**src/rtl/sync_fifo_param_if.sv**
```systemverilog
`default_nettype none
// ============================================================================
// Module  : sync_fifo_param_if
// Desc    : Handshake/status bundle between a FIFO user (master) and the FIFO.
// Rev     : 1.0  initial release
// ============================================================================
interface sync_fifo_param_if #(
  parameter int WIDTH = 8,
  parameter int DEPTH = 16
);
  localparam int CW = $clog2(DEPTH + 1);

  logic             flush;
  logic             wr;
  logic [WIDTH-1:0] wr_data;
  logic             rd;
  logic [WIDTH-1:0] rd_data;
  logic             rd_valid;
  logic             full;
  logic             empty;
  logic             almost_full;
  logic             almost_empty;
  logic [CW-1:0]    count;
  logic             overflow;
  logic             underflow;

  modport master (
    output flush, wr, wr_data, rd,
    input  rd_data, rd_valid, full, empty, almost_full, almost_empty,
           count, overflow, underflow
  );

  modport slave (
    input  flush, wr, wr_data, rd,
    output rd_data, rd_valid, full, empty, almost_full, almost_empty,
           count, overflow, underflow
  );
endinterface
`default_nettype wire

```
**src/rtl/sync_fifo_param.sv**
```systemverilog
`default_nettype none
// ============================================================================
// Module  : sync_fifo_param
// Desc    : Single-clock circular FIFO, any depth >= 2, registered or
//           first-word-fall-through read, occupancy and error flags.
// Rev     : 1.0  initial release
// ============================================================================
module sync_fifo_param #(
  parameter int WIDTH    = 8,
  parameter int DEPTH    = 16,
  parameter int AF_LEVEL = DEPTH - 2,
  parameter int AE_LEVEL = 2,
  parameter int FWFT     = 0
) (
  input logic              clk,
  input logic              rst,
  sync_fifo_param_if.slave fifo
);
  localparam int CW = $clog2(DEPTH + 1);
  localparam int PW = (DEPTH > 1) ? $clog2(DEPTH) : 1;

  localparam logic [PW-1:0] c_ptr_last = PW'(DEPTH - 1);
  localparam logic [CW-1:0] c_depth    = CW'(DEPTH);
  localparam logic [CW-1:0] c_af       = CW'(AF_LEVEL);
  localparam logic [CW-1:0] c_ae       = CW'(AE_LEVEL);

  generate
    if (WIDTH < 1) begin : g_chk_width
      $error("sync_fifo_param: WIDTH must be >= 1");
    end
    if (DEPTH < 2) begin : g_chk_depth
      $error("sync_fifo_param: DEPTH must be >= 2");
    end
    if (AF_LEVEL < 1 || AF_LEVEL > DEPTH) begin : g_chk_af
      $error("sync_fifo_param: AF_LEVEL must be in 1..DEPTH");
    end
    if (AE_LEVEL < 0 || AE_LEVEL > DEPTH - 1) begin : g_chk_ae
      $error("sync_fifo_param: AE_LEVEL must be in 0..DEPTH-1");
    end
    if (FWFT != 0 && FWFT != 1) begin : g_chk_fwft
      $error("sync_fifo_param: FWFT must be 0 or 1");
    end
  endgenerate

  logic [WIDTH-1:0] r_mem [DEPTH];
  logic [PW-1:0]    r_wr_ptr;
  logic [PW-1:0]    r_rd_ptr;
  logic [CW-1:0]    r_count;
  logic             r_overflow;
  logic             r_underflow;

  logic             w_full;
  logic             w_empty;
  logic             w_rd_acc;
  logic             w_wr_acc;
  logic [PW-1:0]    w_wr_ptr_nxt;
  logic [PW-1:0]    w_rd_ptr_nxt;

  assign w_full   = (r_count == c_depth);
  assign w_empty  = (r_count == '0);
  assign w_rd_acc = fifo.rd & ~w_empty;
  // A read is always accepted when full, so it frees the slot this write needs.
  assign w_wr_acc = fifo.wr & (~w_full | fifo.rd);

  assign w_wr_ptr_nxt = (r_wr_ptr == c_ptr_last) ? '0 : r_wr_ptr + PW'(1);
  assign w_rd_ptr_nxt = (r_rd_ptr == c_ptr_last) ? '0 : r_rd_ptr + PW'(1);

  always_ff @(posedge clk) begin
    if (!fifo.flush && w_wr_acc) begin
      r_mem[r_wr_ptr] <= fifo.wr_data;
    end
  end

  always_ff @(posedge clk or negedge rst) begin
    if (!rst) begin
      r_wr_ptr    <= '0;
      r_rd_ptr    <= '0;
      r_count     <= '0;
      r_overflow  <= 1'b0;
      r_underflow <= 1'b0;
    end else if (fifo.flush) begin
      r_wr_ptr    <= '0;
      r_rd_ptr    <= '0;
      r_count     <= '0;
      r_overflow  <= 1'b0;
      r_underflow <= 1'b0;
    end else begin
      if (w_wr_acc) begin
        r_wr_ptr <= w_wr_ptr_nxt;
      end
      if (w_rd_acc) begin
        r_rd_ptr <= w_rd_ptr_nxt;
      end
      case ({w_wr_acc, w_rd_acc})
        2'b10:   r_count <= r_count + CW'(1);
        2'b01:   r_count <= r_count - CW'(1);
        default: r_count <= r_count;
      endcase
      if (fifo.wr && !w_wr_acc) begin
        r_overflow <= 1'b1;
      end
      if (fifo.rd && !w_rd_acc) begin
        r_underflow <= 1'b1;
      end
    end
  end

  generate
    if (FWFT != 0) begin : g_fwft
      assign fifo.rd_data  = r_mem[r_rd_ptr];
      assign fifo.rd_valid = ~w_empty;
    end else begin : g_reg
      logic [WIDTH-1:0] r_rd_data;
      logic             r_rd_valid;

      // Flush drops rd_valid but leaves the last delivered word in place.
      always_ff @(posedge clk or negedge rst) begin
        if (!rst) begin
          r_rd_data  <= '0;
          r_rd_valid <= 1'b0;
        end else if (fifo.flush) begin
          r_rd_valid <= 1'b0;
        end else if (w_rd_acc) begin
          r_rd_data  <= r_mem[r_rd_ptr];
          r_rd_valid <= 1'b1;
        end else begin
          r_rd_valid <= 1'b0;
        end
      end

      assign fifo.rd_data  = r_rd_data;
      assign fifo.rd_valid = r_rd_valid;
    end
  endgenerate

  assign fifo.full         = w_full;
  assign fifo.empty        = w_empty;
  assign fifo.almost_full  = (r_count >= c_af);
  assign fifo.almost_empty = (r_count <= c_ae);
  assign fifo.count        = r_count;
  assign fifo.overflow     = r_overflow;
  assign fifo.underflow    = r_underflow;
endmodule
`default_nettype wire

```
**src/flat_wrapper.sv**
```systemverilog
// flat-port wrapper written by rule: the top's interface ports become plain ports
module sync_fifo_param_flat 
#(
  parameter int WIDTH    = 8,
  parameter int DEPTH    = 16,
  parameter int AF_LEVEL = DEPTH - 2,
  parameter int AE_LEVEL = 2,
  parameter int FWFT     = 0
)
  (clk, rst, fifo_flush, fifo_wr, fifo_wr_data, fifo_rd, fifo_rd_data, fifo_rd_valid, fifo_full, fifo_empty, fifo_almost_full, fifo_almost_empty, fifo_count, fifo_overflow, fifo_underflow);
  sync_fifo_param_if #(.WIDTH(WIDTH), .DEPTH(DEPTH)) fifo_i ();
  input logic clk;
  input logic rst;
  input wire logic [$bits(fifo_i.flush)-1:0] fifo_flush;
  input wire logic [$bits(fifo_i.wr)-1:0] fifo_wr;
  input wire logic [$bits(fifo_i.wr_data)-1:0] fifo_wr_data;
  input wire logic [$bits(fifo_i.rd)-1:0] fifo_rd;
  output wire logic [$bits(fifo_i.rd_data)-1:0] fifo_rd_data;
  output wire logic [$bits(fifo_i.rd_valid)-1:0] fifo_rd_valid;
  output wire logic [$bits(fifo_i.full)-1:0] fifo_full;
  output wire logic [$bits(fifo_i.empty)-1:0] fifo_empty;
  output wire logic [$bits(fifo_i.almost_full)-1:0] fifo_almost_full;
  output wire logic [$bits(fifo_i.almost_empty)-1:0] fifo_almost_empty;
  output wire logic [$bits(fifo_i.count)-1:0] fifo_count;
  output wire logic [$bits(fifo_i.overflow)-1:0] fifo_overflow;
  output wire logic [$bits(fifo_i.underflow)-1:0] fifo_underflow;
  assign fifo_i.flush = fifo_flush;
  assign fifo_i.wr = fifo_wr;
  assign fifo_i.wr_data = fifo_wr_data;
  assign fifo_i.rd = fifo_rd;
  assign fifo_rd_data = fifo_i.rd_data;
  assign fifo_rd_valid = fifo_i.rd_valid;
  assign fifo_full = fifo_i.full;
  assign fifo_empty = fifo_i.empty;
  assign fifo_almost_full = fifo_i.almost_full;
  assign fifo_almost_empty = fifo_i.almost_empty;
  assign fifo_count = fifo_i.count;
  assign fifo_overflow = fifo_i.overflow;
  assign fifo_underflow = fifo_i.underflow;
  sync_fifo_param #(.WIDTH(WIDTH), .DEPTH(DEPTH), .AF_LEVEL(AF_LEVEL), .AE_LEVEL(AE_LEVEL), .FWFT(FWFT)) u_core (.clk(clk), .rst(rst), .fifo(fifo_i));
endmodule
```
**config.mk**
```make
export PLATFORM = sky130hd
export DESIGN_NAME = sync_fifo_param_flat
export DESIGN_NICKNAME = d
export VERILOG_FILES = /design/src/rtl/sync_fifo_param_if.sv /design/src/rtl/sync_fifo_param.sv /design/src/flat_wrapper.sv
export SDC_FILE = /design/constraint.sdc
export NUM_CORES = 1
export LEC_CHECK = 0
export CORE_UTILIZATION = 50
export CTS_BUF_LIST = sky130_fd_sc_hd__clkbuf_2 sky130_fd_sc_hd__clkbuf_4 sky130_fd_sc_hd__clkbuf_8
export CTS_CLUSTER_DIAMETER = 120
export DETAILED_ROUTE_END_ITERATION = 7
export GPL_ROUTABILITY_DRIVEN = 0
export GPL_TIMING_DRIVEN = 0
export PLACE_DENSITY = 0.68
export SLEW_MARGIN = 20
export SYNTH_ARGS = -nofsm -noshare
export SYNTH_HDL_FRONTEND = slang
export SYNTH_SLANG_ARGS = --single-unit
```
**constraint.sdc**
```tcl
create_clock -name clk -period 6.45 [get_ports clk]
set_input_delay 0.9675 -clock clk [delete_from_list [all_inputs] [get_ports clk]]
set_output_delay 0.9675 -clock clk [all_outputs]
set_load 0.01 [all_outputs]
```
**Word level (Yosys, flattened, before mapping)**

Memories as Yosys holds them, arrays and structs flattened. A register that Yosys moved wholly into a read port is not among the register bits.
Index checks and enable logic that the tools add are counted.

- Add/subtract/negate cells: 4
- Order comparisons: 2
- Equality and inequality tests: 5
- Muxes and demuxes: 16
- Bitwise operators: 6
- Reductions and logical operators: 14

Operators with widths:

| kind | number |
|---|---|
| two-way mux 4 bit | 6 |
| case mux 5 bit (2 select lines) | 1 |
| adder 4 x 1 -> 4 bit, second input constant | 2 |
| == test 4 bit, second input constant | 2 |
| two-way mux 1 bit | 8 |
| nonzero test 2 bit | 4 |
| adder 5 x 1 -> 5 bit, second input constant | 1 |
| == test 5 bit, second input constant | 1 |
| >= comparator 5 x 4 -> 1 bit, second input constant | 1 |
| less-or-equal comparator 5 x 2 -> 1 bit, second input constant | 1 |
| zero test 5 bit | 1 |
| two-way mux 5 bit | 1 |
| subtractor 5 x 1 -> 5 bit, second input constant | 1 |
| zero test 1 bit | 4 |
| logical AND 1 bit | 3 |
| NOT 1 bit | 3 |
| nonzero test 3 bit | 1 |
| bitwise AND 1 bit | 2 |
| == test 2 x 1 -> 1 bit, second input constant | 1 |
| == test 2 bit, second input constant | 1 |
| AND reduction 2 bit | 1 |
| bitwise OR 1 bit | 1 |

- Bits in registers: 16
- Memory bits (writable): 128
- Input bits: 13
- Output and inout bits: 20
- Logic and storage cells: 54
- Memories: 1

Memory list:

| name | depth | bits a word | rd ports | clocked after Yosys merged registers in | write ports | RTL line | source |
|---|---|---|---|---|---|---|---|
| u_core.r_mem | 16 | 8 | 1 | 1 | 1 | sync_fifo_param.sv:45 | `logic [WIDTH-1:0] r_mem [DEPTH];` |

**Logic depth before layout (Yosys ltp)**

Gate-level depths: netlist of run 1.

- Depth in word-level cells: 8
- Depth in mapped cells: 10
- Gate-level depth less buffers: 9

**Least setup slack after synthesis of run 1**

Ideal clock, no wire load.

- Path kind: input-to-reg
- From: in fifo_flush
- To: mem u_core.r_mem[3][0] (enable)
- Library setup time: 0.383 ns
- Arrival: 2.258 ns
- Required time: 6.067 ns
- Setup slack: 3.808 ns
- Stages: 4
- Path buffers: 1
- Path through: clkbuf_1 -> nor3b_1 -> nand2_1 -> nor3_1

- Longest elaborated chain between the ends: 4

RTL lines:

| element | RTL line | source |
|---|---|---|
| from (decl) | flat_wrapper.sv:14 | `input wire logic [$bits(fifo_i.flush)-1:0] fifo_flush;` |
| zero test 1 bit | sync_fifo_param.sv:69 | `if (!fifo.flush && w_wr_acc) begin` |
| logical AND 1 bit | sync_fifo_param.sv:69 |  |
| two-way mux 1 bit | sync_fifo_param.sv:69 |  |
| two-way mux 1 bit (not written as such) | sync_fifo_param.sv:70 | `r_mem[r_wr_ptr] <= fifo.wr_data;` |
| to (decl) | sync_fifo_param.sv:45 |  |

Every way passes these cells.

**Worst setup path in the final report of run 1**

- From: reg u_core.r_count[1] (netlist: u_core.fifo.count[1])
- To: out fifo_empty

- Longest elaborated chain between the ends: 1

RTL lines:

| element | RTL line | source |
|---|---|---|
| from (decl) | sync_fifo_param.sv:48 | `logic [CW-1:0] r_count;` |
| from (signal assigned) | sync_fifo_param.sv:95 | `2'b10: r_count <= r_count + CW'(1);` |
| from (signal assigned) | sync_fifo_param.sv:96 | `2'b01: r_count <= r_count - CW'(1);` |
| from (signal assigned) | sync_fifo_param.sv:97 | `default: r_count <= r_count;` |
| zero test 5 bit | sync_fifo_param.sv:60 | `assign w_empty = (r_count == '0);` |
| to (decl) | flat_wrapper.sv:21 | `output wire logic [$bits(fifo_i.empty)-1:0] fifo_empty;` |

Every way passes these cells.

==> flow_metrics.env, run 1 <==
export IMPL_status="finished, final reports clean"
export IMPL_p_sw_share_pct=25.6
export IMPL_grt_pass1_vias=3298
export IMPL_post_dp_hpwl_microns=8020
export IMPL_max_slew_margin_pct=35.0
export IMPL_grt_overflow=0
export IMPL_synth_seq_area_share_pct=71.6
export IMPL_drv_cap=0
export IMPL_layout_cells_non_filler=580
export IMPL_cts_resized=0
export IMPL_pwr_share_seq_pct=50.6
export IMPL_slew_viol_final=0
export IMPL_ys_flop_type="edfxtp_1"
export IMPL_crit_cells=4
export IMPL_p_int_w=0.00171
export IMPL_vias_per_cell=5.51
export IMPL_yosysWarnings=0
export IMPL_period_minus_slack_ns=3.25
export IMPL_leakage_nw=2.34
export IMPL_place_inst=548
export IMPL_dieArea_sq_mm=0.0129
export IMPL_clkTransAtPathRegs_ns=0.08
export IMPL_drtPass1Iterations=4
export IMPL_die_y_microns=113
export IMPL_cp_top_family="buffers and inverters"
export IMPL_boundaryPins=33
export IMPL_netlist_area_sq_mm=0.00621
export IMPL_max_stage_delay_ns=0.56
export IMPL_grt_max_degree=25
export IMPL_die_w_microns=113
export IMPL_synth_edf_count=128
export IMPL_clockBufferDepth=2
export IMPL_arrival_ns=2.28
export IMPL_vias=3197
export IMPL_crit_chain="or4_4, buf_6, nor2_1, clkdlybuf4s50_1"
export IMPL_cts_hold_buf=0
export IMPL_n_fill_cell=906
export IMPL_core_area_sq_mm=0.0121
export IMPL_cp_start_kind="flop"
export IMPL_cts_tree="yes"
export IMPL_first_iter_violations=224
export IMPL_std_cell_rows=40
export IMPL_grtUsageTotal_pct=20.3
export IMPL_routed_wl_microns=11800
export IMPL_synth_seq_cells=152
export IMPL_clk_insertion_delay_late_ns=0.45
export IMPL_io_buffers=32
export IMPL_netlist_instances=348
export IMPL_cts_root_buf="clkbuf_8"
export IMPL_cp_num_buf_inv=2
export IMPL_powerDensity_mw_per_mm2=322
export IMPL_rsz0062_at_grt="no"
export IMPL_cp_slowest_cell="or4_4"
export IMPL_async_flop_share_pct=15.8
export IMPL_p_switching_w=0.000588
export IMPL_postCtsSetupRepairBufs=0
export IMPL_ctsHtreeMaxLevel=4
export IMPL_start_util_pct=51.5
export IMPL_cts_sinks=152
export IMPL_cp_end_kind="output port"
export IMPL_drc=0
export IMPL_wire_per_inst_microns=20.3
export IMPL_hold_depth=2
export IMPL_hold_worst_slack_ns=0.496
export IMPL_nNetsFinal=421
export IMPL_cts_buffers=17
export IMPL_area_delta_synth_final_pct=14.8
export IMPL_critical_path_class="reg2out"
export IMPL_clkPwrFrac_pct=30.1
export IMPL_worst_pin_slew_ns=0.971
export IMPL_timing_setup_tns_ns=0
export IMPL_syn_nets=370
export IMPL_synthDistinctLibCells=40
export IMPL_setup_violations_final=0
export IMPL_required_ns=5.48
export IMPL_finalHoldViolCount=0
export IMPL_crit_fanout=7
export IMPL_drive_gt1_share_pct=19.7
export IMPL_antenna_found_initial=0
export IMPL_n_antenna_cell=0
export IMPL_fin_skew_ns=0.00751
export IMPL_post_route_period_util_pct=50.4
export IMPL_synth_avg_cell_area_sq_um=17.8
export IMPL_combinationalPowerShare_pct=19.3
export IMPL_reg2regPathDepth=6
export IMPL_fmax_mhz=308
export IMPL_ir_drop_mv=0.168
export IMPL_grt_pass1_wl_microns=18500
export IMPL_min_delay_path_class="reg2reg"
export IMPL_antenna_left=0
-- cell families (layout without fill, tap and decap cells) --
group                      Yosys count  in the layout  synth area share, %
DFF                                152            152                 71.6
and+or+nand+nor                     66             66                 4.69
muxes                               51             51                 14.7
AOI/OAI and AO/OA                   37             37                 4.33
buffers and inverters               28             92                 2.10
adders and majority gates            9              9                 1.93
xor gates and xnor gates             5              5                0.705
-- cells in the mapped netlist, types with 5 or more instances --
cell type	count	area share, %
clkbuf_1	9	0.54
nand2_1	20	1.2
nor2_1	29	1.8
dfrtp_1	24	9.7
mux4_2	32	12
ha_1	8	1.6
buf_2	5	0.40
inv_1	8	0.48
edfxtp_1	128	62
o21ai_0	8	0.64
a21oi_1	9	0.73
mux2i_1	19	3.1
o221ai_1	8	1.1
-- worst paths after layout --
check / slack, ns / end / start
max in group asynchronous: 5.55 / u_core.fifo.rd_data[2] / rst
min in group asynchronous: 0.51 / u_core.fifo.count[1] / rst
max: 3.20 / fifo_empty / u_core.fifo.count[1]
min reg2reg: 0.50 / u_core.fifo.rd_data[4] / u_core.fifo.rd_data[4]
min: 0.50 / u_core.fifo.rd_data[4] / u_core.fifo.rd_data[4]
max reg2reg: 3.77 / u_core.r_mem[6][1] / u_core.fifo.count[1]
-- routing by layer --
| metal | GRT usage [%] | vias up | wire (microns) |
|---|---|---|---|
| li1 | - | 1462 | - |
| met1 | 27.7 | 1640 | 5320 |
| met2 | 32.4 | 78 | 5790 |
| met3 | 4.57 | 17 | 496 |
| met4 | 7.63 | 0 | 179 |
| met5 | 0 | - | 0 |
-- state kept, by name, indices dropped and copies added (netlist names) --
signal / flops
u_core.r_mem: 128
u_core.r_rd_ptr: 4
u_core.r_wr_ptr: 4
u_core.fifo.overflow: 1
u_core.fifo.rd_valid: 1
u_core.fifo.underflow: 1
u_core.fifo.count: 5
u_core.fifo.rd_data: 8
-- worst reg2reg max path: stages, from the launching register on --
cell,delay [ns]
dfrtp_1,0.46
or4_4,0.18
buf_6,0.13
nor2_1,0.07
nor3b_1,0.45
nand2_1,0.23
nor2_1,0.78
-- power by group through the flow --
stage	combinational [W]	sequential [W]	clock, W
final	0.000444	0.00116	0.000691
after global routing	0.000489	0.00117	0.000734
after CTS	0.000452	0.00116	0.000701
after detailed placement	0.000448	0.00118	0
after global placement	0.000439	0.00118	0
after floorplan	0.000256	0.00119	0
-- through the flow --
stage / utilization (%) / instance area [sq um] / setup slack, ns / total power, W
after floorplan: - / 6210 / 3.81 / 0.00145
after global placement: 55.9 / 6740 / 2.44 / 0.00162
after detailed placement: 56.0 / 6760 / 2.73 / 0.00163
after CTS: 59.1 / 7130 / 3.18 / 0.00231
after global routing: 59.1 / 7130 / 3.01 / 0.00239
final: 59.1 / 7130 / 3.20 / 0.00230
-- layout by cell type (no fill, tap or decap), drive strengths merged, types with 2 or more instances in the layout --
| master | count |
|---|---|
| clkinv | 7 |
| mux4 | 32 |
| o21ai | 11 |
| or3 | 2 |
| clkbuf | 31 |
| xnor2 | 3 |
| nand2b | 4 |
| edfxtp | 128 |
| inv | 9 |
| clkdlybuf4s50 | 31 |
| xor2 | 2 |
| or4 | 2 |
| bufinv | 2 |
| o221ai | 8 |
| ha | 8 |
| mux2i | 19 |
| dfrtp | 24 |
| o21a | 2 |
| nand2 | 20 |
| buf | 11 |
| a21oi | 9 |
| nor2 | 29 |
| nor3 | 4 |
-- final cells by class --
| type | instances | area [sq um] | share of cell area (%) |
|---|---|---|---|
| repair buffers | 32 | 315 | 4.42 |
| inverters | 9 | 33.8 | 0.474 |
| clock buffers | 22 | 272 | 3.81 |
| plain buffers | 19 | 96.3 | 1.35 |
| well taps | 168 | 210 | 2.95 |
| flip-flops and latches | 152 | 4440 | 62.3 |
| clock inverters | 10 | 105 | 1.47 |
| multi-input cells | 168 | 1660 | 23.2 |
Note: power is estimated with default switching activity, not from simulation.
==> run 2: changes to the inputs <==
- clock period: 6.45 -> 3.1 ns (I/O delays scaled with it)
==> results of run 2 <==
Same layout as run 1 (identical final DEF). Status: finished, final reports clean.
Main changes from that run: setup slack after placement 2.73 ns -> -0.119 ns; setup slack after layout 3.20 ns -> 0.351 ns; hold slack 0.496 ns -> 0.00945 ns; register-to-register setup slack 3.77 ns -> 0.42 ns; total power 0.00230 W -> 0.00478 W; worst IR drop on VDD 0.168 mV -> 0.349 mV
